`src/rtl/muldiv_seq.sv`:
```
// muldiv_seq: iterative MULT/MULTU/DIV/DIVU, one bit per cycle (shift-add / restoring divide).
// Optional build macro MULDIV_EARLY_OUT_EN: multiply stops once the multiplier's MSB is consumed.
//   state | meaning
//   IDLE  | waiting for start; operand magnitudes and signs latched on accept
//   CALC  | one multiply/divide iteration per enabled edge
//   FIX   | apply result signs, register hi/lo, pulse done
module muldiv_seq #(
  parameter int WIDTH = 32
) (
  input  logic             clk,
  input  logic             rst_n,
  input  logic             ena,
  input  logic             start,
  input  logic [1:0]       op,
  input  logic [WIDTH-1:0] a,
  input  logic [WIDTH-1:0] b,
  input  logic             abort,
  output logic             busy,
  output logic             done,
  output logic [WIDTH-1:0] hi,
  output logic [WIDTH-1:0] lo
);
  localparam int CW = $clog2(WIDTH + 1);

  typedef enum logic [1:0] {IDLE, CALC, FIX} state_t;
  state_t state;

  logic [CW-1:0]      cnt;
  logic               is_div, res_neg, rem_neg;
  logic [2*WIDTH-1:0] acc;   // product, or {remainder, quotient}
  logic [2*WIDTH-1:0] opa;   // shifted multiplicand, or divisor in low half
  logic [WIDTH-1:0]   opb;   // multiplier (shifts right) or dividend (shifts left)

  logic             a_neg, b_neg;
  logic [WIDTH-1:0] a_mag, b_mag;
  assign a_neg = op[0] & a[WIDTH-1];
  assign b_neg = op[0] & b[WIDTH-1];
  assign a_mag = a_neg ? -a : a;
  assign b_mag = b_neg ? -b : b;

  logic [CW-1:0] start_cnt;
`ifdef MULDIV_EARLY_OUT_EN
  always_comb begin
    start_cnt = CW'(WIDTH);
    if (!op[1]) begin
      start_cnt = CW'(1);
      for (int i = 0; i < WIDTH; i++)
        if (b_mag[i]) start_cnt = CW'(i + 1);
    end
  end
`else
  assign start_cnt = CW'(WIDTH);
`endif

  // restoring-divide step; remainder never exceeds WIDTH bits after the subtract
  logic [WIDTH:0]   rem_sh, diff;
  logic             geq;
  logic [WIDTH-1:0] rem_nx;
  always_comb begin
    rem_sh = {acc[2*WIDTH-1:WIDTH], opb[WIDTH-1]};
    geq    = rem_sh >= {1'b0, opa[WIDTH-1:0]};
    diff   = rem_sh - {1'b0, opa[WIDTH-1:0]};
    rem_nx = WIDTH'(geq ? diff : rem_sh);
  end

  logic [WIDTH-1:0] quo, rem;
  assign quo = acc[WIDTH-1:0];
  assign rem = acc[2*WIDTH-1:WIDTH];

  always_ff @(posedge clk) begin
    if (!rst_n) begin
      state   <= IDLE;
      busy    <= 1'b0;
      done    <= 1'b0;
      hi      <= '0;
      lo      <= '0;
      cnt     <= '0;
      is_div  <= 1'b0;
      res_neg <= 1'b0;
      rem_neg <= 1'b0;
      acc     <= '0;
      opa     <= '0;
      opb     <= '0;
    end else if (ena) begin
      done <= 1'b0;
      if (abort) begin
        state <= IDLE;
        busy  <= 1'b0;
      end else begin
        case (state)
          IDLE: if (start) begin
            is_div  <= op[1];
            res_neg <= a_neg ^ b_neg;
            rem_neg <= a_neg;
            cnt     <= start_cnt;
            acc     <= '0;
            opa     <= op[1] ? {{WIDTH{1'b0}}, b_mag} : {{WIDTH{1'b0}}, a_mag};
            opb     <= op[1] ? a_mag : b_mag;
            state   <= CALC;
            busy    <= 1'b1;
          end
          CALC: begin
            cnt <= cnt - CW'(1);
            if (is_div) begin
              acc <= {rem_nx, acc[WIDTH-2:0], geq};
              opb <= opb << 1;
            end else begin
              if (opb[0]) acc <= acc + opa;
              opa <= opa << 1;
              opb <= opb >> 1;
            end
            if (cnt == CW'(1)) state <= FIX;
          end
          FIX: begin
            if (is_div) begin
              lo <= res_neg ? -quo : quo;
              hi <= rem_neg ? -rem : rem;
            end else begin
              {hi, lo} <= res_neg ? -acc : acc;
            end
            done  <= 1'b1;
            busy  <= 1'b0;
            state <= IDLE;
          end
          default: begin
            state <= IDLE;
            busy  <= 1'b0;
          end
        endcase
      end
    end
  end
endmodule

```
`config.mk`:
```
export PLATFORM = sky130hd
export DESIGN_NAME = muldiv_seq
export DESIGN_NICKNAME = d
export VERILOG_FILES = /design/src/rtl/muldiv_seq.sv
export SDC_FILE = /design/constraint.sdc
export NUM_CORES = 1
export LEC_CHECK = 0
export CORE_MARGIN = 1.5
export CORE_UTILIZATION = 40
export CTS_BUF_LIST = sky130_fd_sc_hd__clkbuf_8
export CTS_CLUSTER_DIAMETER = 40
export DETAILED_ROUTE_END_ITERATION = 7
export GPL_ROUTABILITY_DRIVEN = 1
export PLACE_DENSITY = 0.67
export SLEW_MARGIN = 20
export SYNTH_ARGS = -nofsm -noshare
export SYNTH_HDL_FRONTEND = slang
export SYNTH_SLANG_ARGS = --single-unit
```
`constraint.sdc`:
```
create_clock -name clk -period 9.15 [get_ports clk]
set_input_delay 0.915 -clock clk [delete_from_list [all_inputs] [get_ports clk]]
set_output_delay 0.915 -clock clk [all_outputs]
set_load 0.01 [all_outputs]
```
==> results.ini, run 1 <==
[status]
status = completed

[sta]
hold_viol = 0
fin_setup_tns_ps = 0
period_minus_slack_ps = 4022
setup_viol = 0
slew_viol_final = 0
final.setup_skew_ps = 33.17
slew_headroom_pct = 29.81
worst_slew_pin_slew_ps = 1053
finalCritPeriodShare_pct = 43.95
max_freq_ghz = 0.2486
rsz0062_at_grt = no

[cts]
post_cts_buffers = 0
cts.repair.resized = 0
cts_hold_buf = 0
tritoncts = yes
cts_num_sinks = 237
cts.htree.levels = 2
cts.root.buffer_cell = clkbuf_8
insertion_delay_ps = 640
clk_path_buf_depth = 3
cts_inserted_buffers = 49
clk_pin_slew_ps = 60

[placed_design]
dpl.hpwl_um = 47640
gp_congestion = 0.9645
dp.cells = 3076
port_buffers = 136

[synthesis]
synth_compound_area_share_pct = 29.50
synth-xor-area-share_pct = 9.369
synth-simple-area-share_pct = 20.04
synth_seq_cells = 237
async_flop_share_pct = 0
synth_top_cell_area_share_pct = 25.63
synth_top_family_by_area = compound AO/OA/AOI/OAI gates
syn_avg_cell_area_um2 = 7.457
synth-edff-count = 0
synth_nets = 2656
yosysUniqueCellTypes = 78
synth_mux_area_share_pct = 3.393
synth_ff_type = dfxtp_1
syn_area_mm2 = 0.01851
synthTopCellsByCount = 268 x nor2_1, 258 x nand2_1, 237 x dfxtp_1, 216 x a21oi_1, 167 x o21ai_0
syn_inst = 2482
ys_seq_area_share_pct = 25.63
yosysMostFrequentCell = nor2_1
synth_warnings = 0
yosys.area.top_type = dfxtp_1
synth_area_leaders = dfxtp_1 26%, ha_1 6.8%, a21oi_1 5.8%, nor2_1 5.4%, xor2_1 5.4%
synth_fa_ha_area_share_pct = 7.044

[worst_setup_path]
crit_slowest_cell = nor3_1
path_cells = inv_1, ha_1, nand3_1, nor3_1, a41oi_1, and3_1, and3_1, or2_2, a21boi_0, o21ai_0, a41oi_1, o21ai_0
crit_path_start_kind = flop
worst-path-max-fanout = 22
path_class = flop to flop
cp_num_buf_inv = 1
critPathArrivalTime_ps = 4530
ff2ff_setup_slack_ps = 5130
path_delay_family = simple AND/OR/NAND/NOR gates
crit_required_ps = 9660
crit_path_end_kind = flop
slowest_delay_ps = 630

[power_and_ir_drop]
p_leak_nw = 8.008
peakVddDrop_v = 0.0001073
powerDensity_mw_per_mm2 = 129.5

[die]
die-area_mm2 = 0.04757
die_h_um = 218.1
io_pins = 137
start_util_pct = 40.70
die_width_um = 218.1
core_mm2 = 0.04548
rows = 78

[detailed_routing]
drt-initial-drc-count = 1706
wirelength_um = 62620
wl_per_cell_um = 19.80
drtPass1Iterations = 5
antenna_left = 0
vias_per_cell = 5.938
vias = 18780
drc = 0

[global_routing]
antenna_found_initial = 0
grt_pass1_vias = 17460
grt_overflow = 0
grt_max_degree = 110
grt_usage_pct = 25.94
grt_pass1_wl_um = 98130

[final_layout]
ff_latch_area_mm2 = 0.004748
final_nets = 2701
postLayoutCoreUtil_pct = 46.82
layoutNonFillerInstCount = 3162
nFillCells = 4592
area_growth_pct = 15.05
drive_gt1_share_pct = 5.818
multi_input_area_mm2 = 0.01288

[run]
cap_violations = 0

[worst_hold_path]
hp-class = flop to flop

-- state kept, by name, indices dropped and copies added, names as in the netlist, 2 cells and up --
| signal | count |
|---|---|
| acc | 64 |
| cnt | 6 |
| hi | 32 |
| lo | 32 |
| opa | 64 |
| opb | 32 |
| state | 2 |
-- stage by stage --
stage | hold slack (ps) | instance area, um^2 | total power [mW] | setup WS [ps]
finish | 448.3 | 21290 | 2.758 | 5128
global route | 468.5 | 21290 | 2.864 | 4818
detailed placement | 443.7 | 20190 | 1.518 | 4606
global placement | 441.9 | 20190 | 1.512 | 4753
CTS | 452.4 | 21280 | 2.770 | 5014
floorplan | 450.0 | 18510 | 1.372 | 5803
-- area by class of cell --
cell class | count | share of cell area [%]
diodes | 1 | 0.01175
clock buffers | 58 | 3.749
clock inverters | 27 | 1.369
inverters | 78 | 1.398
multi-input cells | 2003 | 60.49
flip-flops and latches | 237 | 22.30
well taps | 600 | 3.525
repair buffers | 158 | 7.163
-- final timing paths --
check                           cells after the start                 start                    to
worst max register to register                     12  opa[16]$_SDFFE_PN0P_  acc[63]$_SDFFE_PN0P_
worst min-delay path                                2    hi[6]$_SDFFE_PN0P_    hi[6]$_SDFFE_PN0P_
worst max-delay path                               12  opa[16]$_SDFFE_PN0P_  acc[63]$_SDFFE_PN0P_
worst min register to register                      2    hi[6]$_SDFFE_PN0P_    hi[6]$_SDFFE_PN0P_
-- worst reg2reg max path, delay by kind of cell, from the launching register on --
family / cells / cell delay, ps
AO/OA/AOI/OAI: 5 / 1120
AND/OR/NAND/NOR: 5 / 1710
buffers and inverters: 1 / 160
flip-flops: 1 / 420
adder cells (fa/ha/maj): 1 / 470
-- report_power, final --
part / internal (mW) / total (mW) / switching, mW / leakage [nW]
clock: 0.745 / 1.25 / 0.508 / 0.576
sequential: 1.05 / 1.08 / 0.0230 / 1.92
combinational: 0.162 / 0.429 / 0.267 / 5.51
-- layer usage --
| layer | share of wire (%) | GRT usage [%] | vias up |
|---|---|---|---|
| li1 | - | - | 9186 |
| met4 | 3.4 | 10.09 | 0 |
| met2 | 43 | 39.25 | 685 |
| met1 | 47 | 37.11 | 8783 |
| met3 | 6.9 | 3.382 | 122 |
| met5 | 0 | 0 | - |
-- cells by family (layout without fill, tap and decap cells) --
logic type	after synthesis	count (layout)
AOI/OAI and AO/OA	832	832
and+or+nand+nor	808	808
buffers and inverters	242	321
DFF	237	237
xor gates and xnor gates	198	198
adders and majority gates	103	103
muxes	62	62
other	0	1
-- cell usage in the layout (no fill, tap or decap), types with 27 or more instances in the layout --
cell type / netlist / routed
nor2_1: 268 / 267
nand2_1: 258 / 257
dfxtp_1: 237 / 236
a21oi_1: 216 / 215
o21ai_0: 167 / 167
clkdlybuf4s50_1: 0 / 135
xor2_1: 114 / 114
ha_1: 101 / 101
a211oi_1: 95 / 95
inv_1: 78 / 87
xnor2_1: 84 / 84
a22oi_1: 65 / 65
nor3_1: 61 / 60
clkbuf_8: 0 / 58
mux2i_1: 56 / 56
a21o_1: 40 / 40
nand3_1: 38 / 38
o211ai_1: 34 / 34
nand4_1: 29 / 29
a31oi_1: 27 / 27
o31ai_1: 28 / 27
Note: power is estimated with default switching activity, not from simulation.
==> run 2, diff against run 1 <==
Settings changed: PLACE_DENSITY 0.67 to 0.69.
Clock period 9.15 ns to 3.3 ns, I/O delays scaled along.
==> run 2 against run 1 <==
Total power increased to 2.8 times the previous value. Global-route usage is 0.75 points higher. Fmax rose by 27%. Via count grew 4.6%. Register-to-register slack worse by 5000 ps. Sequential power grew to 2.8 times the previous value. Critical path depth rose by 2. Combinational power rose to 3.0 times the previous value. Die area did not move. Sequential share of layout area shrank 1.7 points. Critical path type unchanged. Critical endpoint is now acc[51]$_SDFFE_PN0P_. Highest routed layer unchanged.
==> results.ini, run 2 (synthesized netlist as in run 1, its figures left out) <==
[status]
status = completed  ; unchanged

[die]
io_pins = 137  ; unchanged
core_mm2 = 0.04548  ; unchanged
die_width_um = 218.1  ; unchanged
rows = 78  ; unchanged
die-area_mm2 = 0.04757  ; unchanged
die_h_um = 218.1  ; unchanged
start_util_pct = 40.70  ; unchanged

[sta]
max_freq_ghz = 0.3162  ; was 0.2486 GHz
slew_headroom_pct = 35.05  ; was 29.81%
hold_ws_ps = 449.2  ; was 448.3 ps
final.setup_skew_ps = 38.16  ; was 33.17 ps
setup_viol = 0  ; unchanged
hold_viol = 0  ; unchanged
slew_viol_final = 0  ; unchanged
worst_slew_pin_slew_ps = 974.2  ; was 1053 ps
setup_ws_ps = 137.3  ; was 5128 ps
finalCritPeriodShare_pct = 95.84  ; was 43.95%
period_minus_slack_ps = 3163  ; was 4022 ps

[power_and_ir_drop]
powerDensity_mw_per_mm2 = 328.7  ; was 129.5 mW/mm^2
peakVddDrop_v = 0.0002355  ; was 0.0001073 V
total_power_mw = 7.602  ; was 2.758 mW
p_leak_nw = 9.156  ; was 8.008 nW

[detailed_routing]
vias_per_cell = 5.808  ; was 5.938
drc = 0  ; unchanged
wirelength_um = 64650  ; was 62620 um
antenna_left = 0  ; unchanged
vias = 19640  ; was 18780
drtPass1Iterations = 6  ; was 5
wl_per_cell_um = 19.12  ; was 19.80 um
drt-initial-drc-count = 1679  ; was 1706

[worst_setup_path]
worst-path-max-fanout = 11  ; was 22
crit_path_end_kind = flop  ; unchanged
ff2ff_setup_slack_ps = 140  ; was 5130 ps
crit_path_start_kind = flop  ; unchanged
r2r-end = acc[51]$_SDFFE_PN0P_  ; was acc[63]$_SDFFE_PN0P_
crit_required_ps = 3820  ; was 9660 ps
cp_num_buf_inv = 3  ; was 1
path_class = flop to flop  ; unchanged
slowest_delay_ps = 430  ; was 630 ps
path_delay_family = compound AO/OA/AOI/OAI gates  ; was simple AND/OR/NAND/NOR gates
critPathArrivalTime_ps = 3680  ; was 4530 ps
r2r_cells = 14  ; was 12
path_cells = inv_1, ha_1, a21o_1, a21o_1, a221oi_1, and3_1, and3_1, buf_4, nor2_2, buf_4, nand2_1, o221ai_1, a41oi_1, nand3_1  ; was inv_1, ha_1, nand3_1, nor3_1, a41oi_1, and3_1, and3_1, or2_2, a21boi_0, o21ai_0, a41oi_1, o21ai_0
reg2reg_from = opa[26]$_SDFFE_PN0P_  ; was opa[16]$_SDFFE_PN0P_
crit_slowest_cell = dfxtp_1  ; was nor3_1

[final_layout]
postLayoutCoreUtil_pct = 50.86  ; was 46.82%
area_growth_pct = 24.96  ; was 15.05%
drive_gt1_share_pct = 14.53  ; was 5.818%
mostFrequentLayoutCell = nor2_1  ; unchanged
final_area_mm2 = 0.02313  ; was 0.02129 mm^2
mostFrequentLayoutCells = 267 x nor2_1, 257 x nand2_1, 237 x buf_4  ; was 267 x nor2_1, 257 x nand2_1, 236 x dfxtp_1
final_nets = 2923  ; was 2701
top_regs = acc (64), opa (64)  ; unchanged

[cts]
cts.root.buffer_cell = clkbuf_8  ; unchanged
clk_pin_slew_ps = 60  ; about the same
cts.htree.levels = 2  ; unchanged
cts_num_sinks = 237  ; unchanged
clk_path_buf_depth = 3  ; unchanged
tritoncts = yes  ; unchanged
cts_inserted_buffers = 49  ; unchanged
insertion_delay_ps = 640  ; about the same
cts_hold_buf = 0  ; unchanged

[global_routing]
antenna_found_initial = 0  ; unchanged
grt_usage_pct = 26.69  ; was 25.94%
grt_overflow = 0  ; unchanged
grt_pass1_wl_um = 101000  ; was 98130 um
grt_pass1_vias = 18300  ; was 17460
grt_max_degree = 193  ; was 110

[worst_hold_path]
hp-start = hi[17]$_SDFFE_PN0P_  ; was hi[6]$_SDFFE_PN0P_
worstHoldEndpoint = hi[17]$_SDFFE_PN0P_  ; was hi[6]$_SDFFE_PN0P_
hp-class = flop to flop  ; unchanged
hold_depth = 2  ; unchanged

[placed_design]
dpl.hpwl_um = 49860  ; was 47640 um
gp_congestion = 0.9804  ; was 0.9645
pre_cts_ws_ps = -28.56  ; was 4606 ps
port_buffers = 136  ; unchanged
dpl-instance-area_mm2 = 0.02191  ; was 0.02019 mm^2

[run]
cap_violations = 0  ; unchanged

## run 2: cell count changes in the layout (fill, tap and decap cells not counted), moves of 5 or more
cell / before / now
buf_4: 21 / 237
dfxtp_1: 236 / 228
dfxtp_2: 0 / 8
ha_1: 101 / 94
buf_12: 0 / 6
o21ai_0: 167 / 161
ha_2: 0 / 5
o21ai_1: 4 / 9
## run 2: through the flow
stage,TNS [ps],std cells
2_1_floorplan,0,2482
3_3_place_gp,-3.090,3295
3_5_place_dp,-28.56,3295
4_1_cts,0,3378
5_1_grt,-14.75,3381
6_report,0,3382
## run 2: worst max path at each step
stage | startpoint | endpoint | cells past startpoint
after floorplan | acc[7]$_SDFFE_PN0P_ | acc[50]$_SDFFE_PN0P_ | 11
after global placement | acc[25]$_SDFFE_PN0P_ | acc[62]$_SDFFE_PN0P_ | 12
after detailed placement | acc[25]$_SDFFE_PN0P_ | acc[62]$_SDFFE_PN0P_ | 12
after CTS | acc[0]$_SDFFE_PN0P_ | acc[62]$_SDFFE_PN0P_ | 14
after global routing | opa[0]$_SDFFE_PN0P_ | acc[50]$_SDFFE_PN0P_ | 14
final | opa[26]$_SDFFE_PN0P_ | acc[51]$_SDFFE_PN0P_ | 14
## run 2: cell type report
class | count | area, um^2
clock buffer | 58 | 798.3
tap | 600 | 750.7
clock inverter | 25 | 231.5
timing repair buffer | 380 | 3267
fill | 4507 | 22350
sequential | 237 | 4758
antenna | 1 | 2.502
multi-input combinational | 2003 | 13020
inverter | 78 | 297.8
## run 2: power breakdown
group	switching (mW)	internal, mW	leakage (nW)
clock	1.42	1.90	0.555
sequential	0.0584	2.92	1.92
combinational	0.768	0.533	6.68
## run 2: worst reg2reg max path: stages, from the launching register on
cell      delay [ps]
dfxtp_1          430
inv_1            130
ha_1             360
a21o_1           200
a21o_1           190
a221oi_1         380
and3_1           200
and3_1           170
buf_4            110
nor2_2            50
buf_4            180
nand2_1          200
o221ai_1         170
a41oi_1          190
nand3_1          100
## run 2: timing repair
item,in CTS,in global routing
endpoints found under the setup margin,2,22
setup buffers,0,3
pin swaps,0,10
resized for setup,2,48
## run 2: routing by layer
layer	global-route usage [%]	part of all wire [%]	vias to the layer above
li1	-	-	9636
met1	37.90	47	9220
met2	41.25	43	686
met3	4.328	7.2	101
met4	7.908	2.6	0
met5	0	0	-
